## config.mk

```make
export PLATFORM = sky130hd
export DESIGN_NAME = oipuf_eval_ctrl
export DESIGN_NICKNAME = d
export VERILOG_FILES = /design/src/rtl/oipuf_pkg.sv /design/src/rtl/oipuf_vote_acc.sv /design/src/rtl/oipuf_eval_ctrl.sv
export SDC_FILE = /design/constraint.sdc
export NUM_CORES = 1
export LEC_CHECK = 0
export BUFFER_PORTS_ARGS = -buffer_cell sky130_fd_sc_hd__buf_4
export CAP_MARGIN = 10
export CORE_ASPECT_RATIO = 0.7
export CORE_MARGIN = 2
export CORE_UTILIZATION = 35
export DETAILED_ROUTE_END_ITERATION = 10
export GPL_ROUTABILITY_DRIVEN = 0
export GPL_TIMING_DRIVEN = 1
export PLACE_DENSITY = 0.72
export SLEW_MARGIN = 5
export SYNTH_ARGS = -nofsm -noshare
export SYNTH_HDL_FRONTEND = slang
export SYNTH_SLANG_ARGS = --single-unit
```

## constraint.sdc

```tcl
create_clock -name clk -period 2.1 [get_ports clk]
set_input_delay 0.42 -clock clk [delete_from_list [all_inputs] [get_ports clk]]
set_output_delay 0.42 -clock clk [all_outputs]
set_load 0.005 [all_outputs]
```

## src/rtl/oipuf_pkg.sv

```systemverilog
// Shared definitions for the OIPUF64x4 evaluation controller.
//   - state_e     : sequencer FSM states
//   - TW_DEF/ST_DEF : default arbiter-chain count and stage count
//   - oipuf_clog2 : ceil(log2(v)) usable in constant expressions
package oipuf_pkg;

  localparam int TW_DEF = 4;
  localparam int ST_DEF = 64;

  typedef enum logic [2:0] {
    ST_IDLE,
    ST_ARM,
    ST_FIRE,
    ST_SAMPLE,
    ST_DONE
  } state_e;

  function automatic int oipuf_clog2(input int v);
    int r;
    r = 0;
    for (int i = 0; i < 31; i++) begin
      if ((1 << i) < v) r = i + 1;
    end
    return r;
  endfunction

endpackage

```

## src/rtl/oipuf_vote_acc.sv

```systemverilog
// Per-chain vote accumulator (built only with MAJORITY_VOTE_EN).
// Counts ones over NVOTE samples and ANDs the core's stability flag.
// Ports:
//   clk, rst_n  clock / asynchronous active-low reset
//   clr_i       start of a new request: clear count, preset stable-AND
//   en_i        one evaluation sample this cycle
//   bit_i       sampled response bit
//   stable_i    sampled stability flag
//   maj_o       majority result (ones > NVOTE/2)
//   rel_o       all votes equal AND stable in every sample
import oipuf_pkg::*;

module oipuf_vote_acc #(
  parameter int NVOTE = 5
) (
  input  logic clk,
  input  logic rst_n,
  input  logic clr_i,
  input  logic en_i,
  input  logic bit_i,
  input  logic stable_i,
  output logic maj_o,
  output logic rel_o
);

  localparam int OW = oipuf_clog2(NVOTE + 1);

  logic [OW-1:0] ones_q;
  logic          stab_and_q;
  logic          agree;

  always_ff @(posedge clk or negedge rst_n) begin
    if (!rst_n) begin
      ones_q     <= '0;
      stab_and_q <= 1'b0;
    end else if (clr_i) begin
      ones_q     <= '0;
      stab_and_q <= 1'b1;
    end else if (en_i) begin
      ones_q     <= ones_q + OW'(bit_i);
      stab_and_q <= stab_and_q & stable_i;
    end
  end

  // Once every vote is in, "all equal" is simply all-zeros or all-ones.
  assign agree = (ones_q == '0) || (ones_q == OW'(NVOTE));
  assign maj_o = ones_q > OW'(NVOTE / 2);
  assign rel_o = agree & stab_and_q;

endmodule

```

## src/rtl/oipuf_eval_ctrl.sv

```systemverilog
// Evaluation sequencer for one OIPUF64x4 core.
// Accepts a challenge, drives it to the core, runs re-arm / trigger / settle
// windows, samples response and stability, and returns the result.
// Optional feature macro: MAJORITY_VOTE_EN (NVOTE evaluations, per-bit majority).
// Ports:
//   clk, rst_n                    clock / asynchronous active-low reset
//   req_valid/req_ready/req_chal  challenge request handshake
//   puf_tig, puf_chal             trigger and registered challenge to the core
//   puf_resp, puf_stable_each     per-chain response / stability from the core
//   rsp_valid/rsp_ready           result handshake
//   rsp_resp, rsp_xor, rsp_stable result bits, their XOR, reliability flags
//   busy                          controller not idle
import oipuf_pkg::*;

module oipuf_eval_ctrl #(
  parameter int TW         = TW_DEF,
  parameter int ST         = ST_DEF,
  parameter int REARM_CYC  = 4,
  parameter int SETTLE_CYC = 8,
  parameter int NVOTE      = 5
) (
  input  logic          clk,
  input  logic          rst_n,
  input  logic          req_valid,
  output logic          req_ready,
  input  logic [ST-1:0] req_chal,
  output logic          puf_tig,
  output logic [ST-1:0] puf_chal,
  input  logic [TW-1:0] puf_resp,
  input  logic [TW-1:0] puf_stable_each,
  output logic          rsp_valid,
  input  logic          rsp_ready,
  output logic [TW-1:0] rsp_resp,
  output logic          rsp_xor,
  output logic [TW-1:0] rsp_stable,
  output logic          busy
);

`ifdef MAJORITY_VOTE_EN
  localparam int NEVAL = NVOTE;
`else
  localparam int NEVAL = 1;
`endif
  localparam int CYC_MAX = (REARM_CYC > SETTLE_CYC) ? REARM_CYC : SETTLE_CYC;
  localparam int CW      = oipuf_clog2(CYC_MAX + 1);
  localparam int EW      = oipuf_clog2(NEVAL + 1);

  if (REARM_CYC < 1 || SETTLE_CYC < 1 || NVOTE < 3 || (NVOTE % 2) == 0) begin : g_bad_param
    $error("oipuf_eval_ctrl: illegal REARM_CYC/SETTLE_CYC/NVOTE");
  end

  state_e        state_q, state_d;
  logic [CW-1:0] cyc_q, cyc_d;
  logic [EW-1:0] eval_q, eval_d;
  logic [ST-1:0] chal_q, chal_d;
  logic          req_ready_q;
  logic          accept;
  logic          sample;

  always_comb begin
    state_d = state_q;
    cyc_d   = cyc_q;
    eval_d  = eval_q;
    chal_d  = chal_q;
    accept  = 1'b0;
    sample  = 1'b0;
    case (state_q)
      ST_IDLE: begin
        if (req_valid && req_ready_q) begin
          accept  = 1'b1;
          chal_d  = req_chal;
          eval_d  = '0;
          cyc_d   = '0;
          state_d = ST_ARM;
        end
      end
      ST_ARM: begin
        if (cyc_q == CW'(REARM_CYC - 1)) begin
          cyc_d   = '0;
          state_d = ST_FIRE;
        end else begin
          cyc_d = cyc_q + 1'b1;
        end
      end
      ST_FIRE: begin
        if (cyc_q == CW'(SETTLE_CYC - 1)) begin
          cyc_d   = '0;
          state_d = ST_SAMPLE;
        end else begin
          cyc_d = cyc_q + 1'b1;
        end
      end
      ST_SAMPLE: begin
        sample  = 1'b1;
        eval_d  = eval_q + 1'b1;
        state_d = (eval_q == EW'(NEVAL - 1)) ? ST_DONE : ST_ARM;
      end
      ST_DONE: begin
        if (rsp_ready) state_d = ST_IDLE;
      end
      default: state_d = ST_IDLE;
    endcase
  end

  always_ff @(posedge clk or negedge rst_n) begin
    if (!rst_n) begin
      state_q     <= ST_IDLE;
      cyc_q       <= '0;
      eval_q      <= '0;
      chal_q      <= '0;
      req_ready_q <= 1'b0;
    end else begin
      state_q     <= state_d;
      cyc_q       <= cyc_d;
      eval_q      <= eval_d;
      chal_q      <= chal_d;
      // Registered so req_ready stays low while reset is asserted and rises
      // on the first edge after release.
      req_ready_q <= (state_d == ST_IDLE);
    end
  end

  assign req_ready = req_ready_q;
  assign puf_chal  = chal_q;
  assign puf_tig   = (state_q == ST_FIRE);
  assign rsp_valid = (state_q == ST_DONE);
  assign busy      = (state_q != ST_IDLE);

`ifdef MAJORITY_VOTE_EN
  for (genvar gi = 0; gi < TW; gi++) begin : g_vote
    oipuf_vote_acc #(
      .NVOTE(NVOTE)
    ) u_vote (
      .clk     (clk),
      .rst_n   (rst_n),
      .clr_i   (accept),
      .en_i    (sample),
      .bit_i   (puf_resp[gi]),
      .stable_i(puf_stable_each[gi]),
      .maj_o   (rsp_resp[gi]),
      .rel_o   (rsp_stable[gi])
    );
  end
`else
  logic [TW-1:0] resp_q;
  logic [TW-1:0] stab_q;

  always_ff @(posedge clk or negedge rst_n) begin
    if (!rst_n) begin
      resp_q <= '0;
      stab_q <= '0;
    end else if (accept) begin
      resp_q <= '0;
      stab_q <= '0;
    end else if (sample) begin
      resp_q <= puf_resp;
      stab_q <= puf_stable_each;
    end
  end

  assign rsp_resp   = resp_q;
  assign rsp_stable = stab_q;
`endif

  assign rsp_xor = ^rsp_resp;

endmodule

```

==> results.toml <==
[detailed_routing]
drc_errors = 0
num_vias = 2330
ant_nets = 0
wl_per_cell_um = 14.2
routed_wl_um = 7250
firstDrtPassIters = 4
drt_iter0_drc = 74
viasPerCell = 4.56

[floorplanning]
die_area_um2 = 10200
dieWidth_um = 120
pin_count = 153
row_count = 29
core_area_um2 = 9070
die_y_um = 84.9
start_util_pct = 36.1

[sta]
post-route-period-util_pct = 88.9
max_slew_margin_pct = 64.0
max_clock_freq_mhz = 536
skew_ns = 0.00550
hold_violations = 0
tightest_slew_ns = 0.539
period_minus_slack_ns = 1.87
grt_setup_unrepaired = "no"
finalSetupTns_ns = 0
slew_viol_final = 0
report.final.setup_viol = 0

[clock_tree]
cts_buffers = 9
cts_tree = "yes"
cts.htree.levels = 3
post-cts-setup-buffers = 0
cts.sinks = 81
root_buffer = "clkbuf_16"
post_cts_resized = 0
clkTransAtPathRegs_ns = 0.06
holdBufCountCts = 0
cts_buffer_depth = 2
clkLatencyLatePin_ns = 0.33

[place]
port_buffers = 152
place_inst = 495
placed_area_um2 = 4530
dp_hpwl_um = 5330

[layout]
post_route_cells_drive_above_1_share_pct = 60.2
diodes = 0
design_area_um2 = 4810
final_common_cell = "buf_4"
nets = 459
layout_common_cells = "buf_4, dfrtp_1, mux2_2"
fillers = 782
multi_input_area_um2 = 1140
area_delta_synth_final_pct = 47.0
fin_cells = 511
final_core_util_pct = 53.1
register_area_um2 = 2030

[setup_path]
critPathKind = "reg2out"
crit_fanout = 12
worstSetupEndpointType = "output pin"
cp_num_buf_inv = 1
slowest_delay_ns = 0.53
worstPathArrival_ns = 1.45
required_ns = 1.68
cp_top_family = "flip-flops"
cp-start-kind = "flop"
cp_cell_sequence = "or3_1 > buf_4"
critPathSlowestCell = "dfrtp_1"

[global_route]
grt_util_all_layers_pct = 14.6
antenna_found_initial = 0
grt-ovfl-total = 0
grt_pass1_vias = 2488
grt_first_pass_wirelength_um = 11700
grt_max_degree = 43

[flow_run]
maxCapViolCount = 0

[outcome]
outcome = "finished clean"

[pwr]
leakage_nw = 2.27
vdd_drop_max_mv = 0.696
power_density_nw_per_um2 = 1460
power_mw = 7.04

[yosys]
synth-seq-cells = 81
ys_types = 34
ys_seq_area_share_pct = 61.9
synth_area_um2 = 3270
syn_inst = 228
synth_nets = 305
ys_warn_count = 0
synth.avg_cell_area_um2 = 14.4

[min_path]
hold_path.class = "in2async"
Yosys cell counts:
library cell / count / share of area [%]
dfrtp_1: 81 / 62
mux2_2: 60 / 21
nand2_1: 18 / 2.1
a21oi_1: 11 / 1.7
buf_6: 7 / 2.4
nor2_1: 7 / 0.80
mux2_1: 5 / 1.7
nand2b_1: 4 / 0.76
buf_2: 3 / 0.46
o21ai_0: 3 / 0.46
xnor2_1: 3 / 0.80
a22o_1: 2 / 0.54
clkbuf_1: 2 / 0.23
or3_1: 2 / 0.38
a211o_1: 1 / 0.27
a211oi_1: 1 / 0.23
a21o_1: 1 / 0.23
a221oi_2: 1 / 0.46
a2bb2oi_1: 1 / 0.27
a31oi_1: 1 / 0.19
and2_1: 1 / 0.19
ha_1: 1 / 0.38
inv_1: 1 / 0.11
nand3_1: 1 / 0.15
nand3b_1: 1 / 0.23
nor2b_1: 1 / 0.19
nor3_1: 1 / 0.15
nor3b_1: 1 / 0.23
nor4_4: 1 / 0.65
o21a_1: 1 / 0.23
o32a_1: 1 / 0.31
or2_2: 1 / 0.19
or4_1: 1 / 0.23
xor2_1: 1 / 0.27
power by group:
group          total [mW]  internal (mW)  switching [mW]
Sequential           2.76           2.29           0.463
Clock                1.46          0.863           0.600
Combinational        2.82           1.82           0.993
Total                7.04           4.98            2.06
cell families (layout without fill, tap and decap cells):
| logic type | count (synthesis) | count (layout) | synth area share (%) |
|---|---|---|---|
| AO/OA/AOI/OAI | 24 | 24 | 4.85 |
| XOR/XNOR | 4 | 4 | 1.07 |
| adder cells (fa/ha/maj) | 1 | 1 | 0.382 |
| buffers and inverters | 13 | 172 | 3.21 |
| flip-flops | 81 | 81 | 61.9 |
| multiplexers | 65 | 65 | 22.4 |
| AND/OR/NAND/NOR | 40 | 40 | 6.23 |
sequential cells by signal (all words and copies together) (netlist names):
| name | cells |
|---|---|
| puf_chal | 64 |
| cyc_q | 4 |
| rsp_resp | 4 |
| rsp_stable | 4 |
| state_q | 3 |
| eval_q | 1 |
| req_ready | 1 |
per-layer routing:
metal  global-route usage (%)  part of all wire [%]  up-vias
met5                        0                     0        -
met3                     9.34                    12        6
met1                     17.3                    43     1100
met2                     22.5                    44      112
li1                         -                     -     1112
met4                     3.53                  0.84        0
worst reg2reg max path, delay by kind of cell (launching register included):
| kind | cells | cell delay (ns) |
|---|---|---|
| AO/OA/AOI/OAI | 3 | 0.65 |
| AND/OR/NAND/NOR | 1 | 0.47 |
| flip-flops | 1 | 0.60 |
worst paths after layout:
kind | start | end | slack, ns | depth (start not counted)
setup reg to reg | state_q[1]$_DFF_PN0_ | cyc_q[2]$_DFFE_PN0P_ | 0.30 | 4
min in group clk | req_chal[33] | puf_chal[33]$_DFFE_PN0P_ | 0.31 | 2
hold / removal | rst_n | puf_chal[30]$_DFFE_PN0P_ | 0.07 | 1
hold reg to reg | puf_chal[33]$_DFFE_PN0P_ | puf_chal[33]$_DFFE_PN0P_ | 0.49 | 1
setup / recovery | state_q[2]$_DFF_PN0_ | busy | 0.23 | 2
max in group asynchronous | rst_n | puf_chal[21]$_DFFE_PN0P_ | 1.43 | 2
metrics by stage:
stage | hold slack, ns | setup slack (ns)
final | 0.0692 | 0.233
after global routing | 0.0979 | 0.112
after CTS | 0.0825 | 0.205
after detailed placement | 0.443 | 0.313
after global placement | 0.439 | 0.396
after floorplan | 0.124 | 0.409
cell type report:
cell class,instances,share of cell area (%)
tap,124,3.22
timing repair buffer,155,25.0
sequential,81,42.1
clock inverter,4,0.572
inverter,1,0.0780
clock buffer,12,5.33
multi-input combinational,134,23.7
No activity file was read; power rests on OpenSTA's default activity.
